**config.mk**
```make
export PLATFORM = sky130hd
export DESIGN_NAME = exe_mem_skid_reg
export DESIGN_NICKNAME = d
export VERILOG_FILES = /design/src/rtl/exe_mem_skid_reg.sv
export SDC_FILE = /design/constraint.sdc
export NUM_CORES = 1
export LEC_CHECK = 0
export BUFFER_PORTS_ARGS = -buffer_cell sky130_fd_sc_hd__buf_4
export CAP_MARGIN = 20
export CORE_UTILIZATION = 40
export CTS_CLUSTER_SIZE = 14
export DETAILED_ROUTE_END_ITERATION = 7
export PLACE_DENSITY_LB_ADDON = 0.15
export SETUP_SLACK_MARGIN = 0.1
export SLEW_MARGIN = 25
export SYNTH_ARGS = -nofsm -noshare
export SYNTH_HDL_FRONTEND = slang
export SYNTH_SLANG_ARGS = --single-unit
```
**constraint.sdc**
```tcl
create_clock -name clk -period 8.2 [get_ports clk]
set_input_delay 1.23 -clock clk [delete_from_list [all_inputs] [get_ports clk]]
set_output_delay 1.23 -clock clk [all_outputs]
set_load 0.02 [all_outputs]
```
**src/rtl/exe_mem_skid_reg.sv**
```systemverilog
// EX->MEM pipeline register with valid/ready handshake, one-entry skid buffer
// and synchronous flush. Control enables are forced low whenever no entry is valid.
module exe_mem_skid_reg #(
  parameter int unsigned DATA_W     = 32,
  parameter int unsigned REG_ADDR_W = 4
) (
  input  logic                  clk,
  input  logic                  rst,
  input  logic                  flush,
  input  logic                  in_valid,
  output logic                  in_ready,
  input  logic                  in_wb_en,
  input  logic                  in_mem_r_en,
  input  logic                  in_mem_w_en,
  input  logic [DATA_W-1:0]     in_alu_result,
  input  logic [REG_ADDR_W-1:0] in_wb_dest,
  input  logic [DATA_W-1:0]     in_val_rm,
  output logic                  out_valid,
  input  logic                  out_ready,
  output logic                  out_wb_en,
  output logic                  out_mem_r_en,
  output logic                  out_mem_w_en,
  output logic [DATA_W-1:0]     out_alu_result,
  output logic [REG_ADDR_W-1:0] out_wb_dest,
  output logic [DATA_W-1:0]     out_val_rm,
  output logic [1:0]            occupancy
);

  localparam int unsigned OCC_W = 2;

  typedef struct packed {
    logic                  wb_en;
    logic                  mem_r_en;
    logic                  mem_w_en;
    logic [DATA_W-1:0]     alu_result;
    logic [REG_ADDR_W-1:0] wb_dest;
    logic [DATA_W-1:0]     val_rm;
  } entry_t;

  typedef enum logic [1:0] {
    ST_EMPTY = 2'd0,
    ST_ONE   = 2'd1,
    ST_TWO   = 2'd2
  } state_e;

  state_e state_q, state_d;
  entry_t m_q, m_d;
  entry_t s_q, s_d;
  entry_t in_entry;

  assign in_entry = '{wb_en:      in_wb_en,
                      mem_r_en:   in_mem_r_en,
                      mem_w_en:   in_mem_w_en,
                      alu_result: in_alu_result,
                      wb_dest:    in_wb_dest,
                      val_rm:     in_val_rm};

  // State and storage registers
  always_ff @(posedge clk or posedge rst) begin
    if (rst) begin
      state_q <= ST_EMPTY;
      m_q     <= '0;
      s_q     <= '0;
    end else begin
      state_q <= state_d;
      m_q     <= m_d;
      s_q     <= s_d;
    end
  end

  // Next-state and storage update; flush only collapses state, data is kept
  always_comb begin
    state_d = state_q;
    m_d     = m_q;
    s_d     = s_q;
    if (flush) begin
      state_d = ST_EMPTY;
    end else begin
      unique case (state_q)
        ST_EMPTY: begin
          if (in_valid) begin
            m_d     = in_entry;
            state_d = ST_ONE;
          end
        end
        ST_ONE: begin
          if (out_ready) begin
            if (in_valid) m_d = in_entry;
            else          state_d = ST_EMPTY;
          end else if (in_valid) begin
            s_d     = in_entry;
            state_d = ST_TWO;
          end
        end
        ST_TWO: begin
          if (out_ready) begin
            m_d     = s_q;
            state_d = ST_ONE;
          end
        end
        default: state_d = ST_EMPTY;
      endcase
    end
  end

  // Handshake and occupancy decoded from the state register only
  always_comb begin
    in_ready  = 1'b1;
    out_valid = 1'b0;
    occupancy = OCC_W'(0);
    unique case (state_q)
      ST_ONE: begin
        out_valid = 1'b1;
        occupancy = OCC_W'(1);
      end
      ST_TWO: begin
        in_ready  = 1'b0;
        out_valid = 1'b1;
        occupancy = OCC_W'(2);
      end
      default: ;
    endcase
  end

  assign out_wb_en      = m_q.wb_en    & out_valid;
  assign out_mem_r_en   = m_q.mem_r_en & out_valid;
  assign out_mem_w_en   = m_q.mem_w_en & out_valid;
  assign out_alu_result = m_q.alu_result;
  assign out_wb_dest    = m_q.wb_dest;
  assign out_val_rm     = m_q.val_rm;

endmodule

```
==> results of run 1 <==
[state kept, by name, summed over array words and instances (netlist names)]
register / cells
s_q: 71
state_q: 2
m_q: 3
out_alu_result: 32
out_val_rm: 32
out_wb_dest: 4
[logic make-up (layout without fill, tap and decap cells)]
group                    count (synthesis)  count (layout)  share of synthesized area
buffers and inverters                  103             191                      0.106
flip-flops                             144             144                      0.542
AND/OR/NAND/NOR                         83              83                     0.0519
AO/OA/AOI/OAI                           77              77                     0.0589
XOR/XNOR                                 1               1                    0.00132
adder cells (fa/ha/maj)                  6               6                     0.0113
multiplexers                           143             143                      0.229
[area by class of cell]
cell class                 count  area share
sequential                   144       0.446
multi-input combinational    310       0.293
tap                          216      0.0334
timing repair buffer         155       0.144
inverter                       5     0.00294
clock buffer                  18      0.0543
clock inverter                13      0.0260
[routing by layer]
layer  routed length, um  up-vias
li1                    -     1987
met1                6040     1941
met2                5820      110
met3                 763       10
met4                 142        0
met5                   0        -
[tightest hold or removal path, cell delays in order, from the launching register on]
cell and delay (ns):
dfrtp_1 0.34, nand2_1 0.05, o21ai_0 0.06
[worst max path at each step]
stage	end	slack, ns	cells past startpoint
after floorplan	m_q[68]	3.10	1
after global placement	s_q[70]	5.18	4
after detailed placement	s_q[70]	5.16	4
after CTS	occupancy[1]	5.14	3
after global routing	out_alu_result[9]	5.03	7
final	occupancy[1]	5.19	3
[power by group through the flow]
stage	sequential, W	combinational [W]	clock [W]
global route	0.00114	0.000646	0.000895
detailed placement	0.00112	0.000595	0
global placement	0.00110	0.000578	0
finish	0.00110	0.000584	0.000843
floorplan	0.00107	0.000496	0
CTS	0.00111	0.000595	0.000866
[through the flow]
stage | setup slack [ns] | cells | power (W)
after floorplan | 3.10 | 557 | 0.00157
after detailed placement | 5.16 | 830 | 0.00171
after CTS | 5.14 | 861 | 0.00257
final | 5.19 | 861 | 0.00253
after global placement | 5.18 | 830 | 0.00168
after global routing | 5.03 | 861 | 0.00268
[Yosys cell counts (all sizes together)]
library cell,number,area (sq um)
o21ai,73,365
dfrtp,144,3600
clkbuf,15,56.3
nor4b,1,23.8
mux2i,72,721
mux2,71,800
nor2,5,18.8
and2,3,18.8
buf,83,629
a21oi,2,10.0
xnor2,1,8.76
nand2,71,267
nor3,1,5.00
nor2b,2,12.5
ha,6,75.1
a211oi,1,7.51
inv,5,18.8
o221ai,1,8.76
==> results.json, run 1 <==
{
  "worstSetupPathType": "reg2out",
  "min_to": "out_val_rm[12]",
  "finalHoldViolations": 0,
  "syn-cell-area_sq_um": 6650,
  "io_buffers": 150,
  "htree_levels": 4,
  "nets": 715,
  "fin_setup_tns_ns": 0,
  "yosysSeqAreaShare": 0.542,
  "routedWlPerCell_um": 14.8,
  "hp-start": "out_val_rm[12]",
  "grt_max_degree": 86,
  "busiest_layer": "met2",
  "drive_above_1_share": 0.298,
  "drt_pre_antenna_iters": 4,
  "crit_start": "state_q[0]",
  "grt_overflow_total": 0,
  "clk_pin_slew_worst_paths_ns": 0.06,
  "drt-total-wl_um": 12800,
  "drc": 0,
  "syn_area_per_cell_sq_um": 11.9,
  "cts_buffer_depth": 2,
  "post_cts_resized": 0,
  "grt_pass1_wl_um": 20500,
  "p_leak_nw": 3.68,
  "p_sw_frac": 0.287,
  "syn_nets": 639,
  "cp_max_fo": 30,
  "power_frac_comb": 0.231,
  "synth-seq-cells": 144,
  "grtUsageTotal": 0.159,
  "powerDensity_nw_per_um2": 313,
  "holdBufCountCts": 0,
  "hold_depth": 2,
  "fin_util": 0.503,
  "fmax_mhz": 332,
  "drt_iter0_drc": 125,
  "grt_util_met1": 0.211,
  "critPathMaxStageDelay_ns": 0.53,
  "worst_pin_slew_ns": 0.996,
  "die_y_um": 131,
  "rr_startpoint": "state_q[0]",
  "synthDistinctLibCells": 22,
  "worstReg2RegEnd": "out_val_rm[10]",
  "antenna_found_initial": 0,
  "end_kind": "output pin",
  "cts_tree": "built",
  "critPathLaunchType": "flip-flop",
  "worst-path-buf-inv": 2,
  "whs_ns": 0.476,
  "die_area_sq_um": 17100,
  "cap_violations": 0,
  "fin_crit_sh": 0.367,
  "clockPowerShare": 0.333,
  "cp_slowest_cell": "ha_4",
  "boundaryPins": 151,
  "grt.met2_usage": 0.241,
  "reg2reg_slack_ns": 5.28,
  "period_minus_slack_ns": 3.01,
  "finalWeightedCongestion": 0.758,
  "synthToLayoutAreaGrowth_pct": 21.5,
  "seq_power_share": 0.436,
  "numCtsBuffers": 17,
  "required_ns": 6.97,
  "netlist_instances": 557,
  "dp_hpwl_um": 8330,
  "crit_chain": "inv_1 -> ha_4 -> buf_4",
  "vias": 4048,
  "yosysWarnings": 0,
  "peakVddDrop_v": 0.000133,
  "layout_common_cells": "155 x buf_4, 144 x dfrtp_1, 73 x o21ai_0",
  "p_switching_w": 0.000726,
  "fill_cells": 1464,
  "clock_latency_ns": 0.41,
  "cpLargestDelayFamily": "adder cells",
  "use_met3": 0.0497,
  "clkSinkCount": 144,
  "drtAntennaViolNets": 0,
  "status": "complete, no violations",
  "slew_headroom": 0.336,
  "cts-root-buf": "clkbuf_16",
  "rsz0062_at_grt": "false",
  "multi_input_area_sq_um": 2370,
  "vias_per_cell": 4.70,
  "regArea_sq_um": 3600,
  "slew_viol_final": 0,
  "start_util": 0.414,
  "fin_area_sq_um": 8080,
  "fp-row-count": 46,
  "intPower_w": 0.00181,
  "finalSetupViolCount": 0,
  "reg2reg_depth": 7,
  "cp_data_arrival_time_ns": 1.78,
  "diodes": 0,
  "core_area_sq_um": 16100,
  "place_area_sq_um": 7430,
  "post_cts_buffers": 0,
  "hold_path.class": "reg2reg",
  "grt_pass1_vias": 4076,
  "finalClockSkew_ns": 0.00490,
  "dieWidth_um": 131,
  "final_common_cell": "buf_4"
}
No activity file was read; power rests on OpenSTA's default activity.
==> run 2, diff against run 1 <==
Clock period 8.2 ns to 2.55 ns, I/O delays scaled along.
==> run 2 against run 1 <==
Combinational power grew to 3.3 times the previous value. Cell count is 0.35% higher. Count of clock-buffer cells in the layout is 6 higher. Final area is 0.94% higher. Register-to-register slack worse by 4.8 ns. Sequential power grew to 3.2 times the previous value. Routed wire length is 2.5% higher.
==> results.json, run 2 (synthesis gave the netlist of run 1 again) <==
{
  "status": "complete, no violations",
  "cpLargestDelayFamily": "buffers and inverters",
  "die_y_um": 131,
  "grtUsageTotal": 0.165,
  "final_cells": 864,
  "drive_above_1_share": 0.296,
  "powerDensity_nw_per_um2": 979,
  "finalWeightedCongestion": 0.719,
  "finalSetupViolCount": 0,
  "grt_max_degree": 63,
  "worst_pin_slew_ns": 0.650,
  "whs_ns": 0.0666,
  "period_minus_slack_ns": 2.13,
  "hold_path.class": "in2async",
  "place_area_sq_um": 7560,
  "finalClockSkew_ns": 0.00546,
  "cap_violations": 0,
  "clock_latency_ns": 0.41,
  "clk_pin_slew_worst_paths_ns": 0.06,
  "drtAntennaViolNets": 0,
  "multi_input_area_sq_um": 2370,
  "drt_pre_antenna_iters": 4,
  "reg2reg_slack_ns": 0.52,
  "cp_slowest_cell": "dfrtp_1",
  "vias_per_cell": 4.73,
  "seq_power_share": 0.446,
  "fp-row-count": 46,
  "rsz0062_at_grt": "false",
  "critPathLaunchType": "flip-flop",
  "cts_buffer_depth": 2,
  "vias": 4088,
  "reg2reg_depth": 7,
  "slew_headroom": 0.566,
  "clockPowerShare": 0.315,
  "nets": 719,
  "grt_overflow_total": 0,
  "core_area_sq_um": 16100,
  "top_register": "s_q",
  "p_sw_frac": 0.286,
  "fill_cells": 1434,
  "start_util": 0.414,
  "peakVddDrop_v": 0.000442,
  "grt_pass1_vias": 4317,
  "synthToLayoutAreaGrowth_pct": 22.7,
  "p_switching_w": 0.00229,
  "final_common_cell": "buf_4",
  "power_frac_comb": 0.239,
  "dp_cells": 834,
  "fmax_mhz": 470,
  "crit_start": "state_q[0]",
  "rr_startpoint": "state_q[0]",
  "crit_end": "occupancy[1]",
  "crit_chain": "inv_1 -> ha_4 -> buf_12 -> buf_4",
  "end_kind": "output pin",
  "holdBufCountCts": 0,
  "drc": 0,
  "layout_common_cells": "151 x buf_4, 144 x dfrtp_1, 73 x o21ai_0",
  "fin_util": 0.508,
  "drt_iter0_drc": 179,
  "fin_crit_sh": 0.834,
  "intPower_w": 0.00570,
  "cts_tree": "built",
  "cp_max_fo": 46,
  "fin_area_sq_um": 8160,
  "p_leak_nw": 3.71,
  "worst-path-buf-inv": 3,
  "die_area_sq_um": 17100,
  "fin_setup_tns_ns": 0,
  "io_buffers": 150,
  "cp_data_arrival_time_ns": 1.74,
  "numCtsBuffers": 17,
  "htree_levels": 4,
  "diodes": 0,
  "dieWidth_um": 131,
  "drt-total-wl_um": 13100,
  "routedWlPerCell_um": 15.1,
  "boundaryPins": 151,
  "grt_pass1_wl_um": 21500,
  "slew_viol_final": 0,
  "regArea_sq_um": 3600,
  "clkSinkCount": 144,
  "dp_hpwl_um": 8880,
  "finalHoldViolations": 0,
  "worstReg2RegEnd": "state_q[0]",
  "post_cts_buffers": 0,
  "largest_reg_flops": 71,
  "worstSetupPathType": "reg2out",
  "cts-root-buf": "clkbuf_16",
  "antenna_found_initial": 0,
  "required_ns": 2.17,
  "cp_num_cells": 4,
  "critPathMaxStageDelay_ns": 0.43,
  "post_cts_resized": 0
}
## run 2: through the flow
step                total power (W)  setup WS [ns]
floorplan                   0.00505          0.362
global placement            0.00544          0.628
detailed placement          0.00555          0.504
CTS                         0.00810          0.383
global route                0.00848          0.313
finish                      0.00799          0.424
## run 2: layout make-up
type,count,area share
clock buffers,24,0.0603
multi-input cells,310,0.291
well taps,216,0.0331
clock inverters,6,0.0129
repair buffers,159,0.159
inverters,5,0.00276
flip-flops and latches,144,0.442
## run 2: power by group through the flow
| stage | clock network [W] | registers (W) | logic (W) |
|---|---|---|---|
| after global routing | 0.00268 | 0.00367 | 0.00212 |
| final | 0.00252 | 0.00356 | 0.00191 |
| after CTS | 0.00258 | 0.00356 | 0.00196 |
| after detailed placement | 0 | 0.00360 | 0.00196 |
| after floorplan | 0 | 0.00345 | 0.00160 |
| after global placement | 0 | 0.00355 | 0.00189 |
## run 2: metal layers
metal	wire length, um	part of all wire	GRT usage	vias up
li1	-	-	-	1980
met1	6050	0.46	0.217	1983
met2	6000	0.46	0.251	113
met3	864	0.066	0.0542	12
met4	170	0.013	0.0649	0
met5	0	0	0	-
## run 2: worst min path at each step
stage,start,end,slack [ns],cells after the start
after floorplan,m_q[68],m_q[68],0.44,2
after global placement,m_q[69],m_q[69],0.46,2
after detailed placement,out_val_rm[31],out_val_rm[31],0.47,2
after CTS,rst,out_alu_result[15],0.06,2
after global routing,rst,out_alu_result[15],0.1,2
final,rst,out_alu_result[15],0.07,2
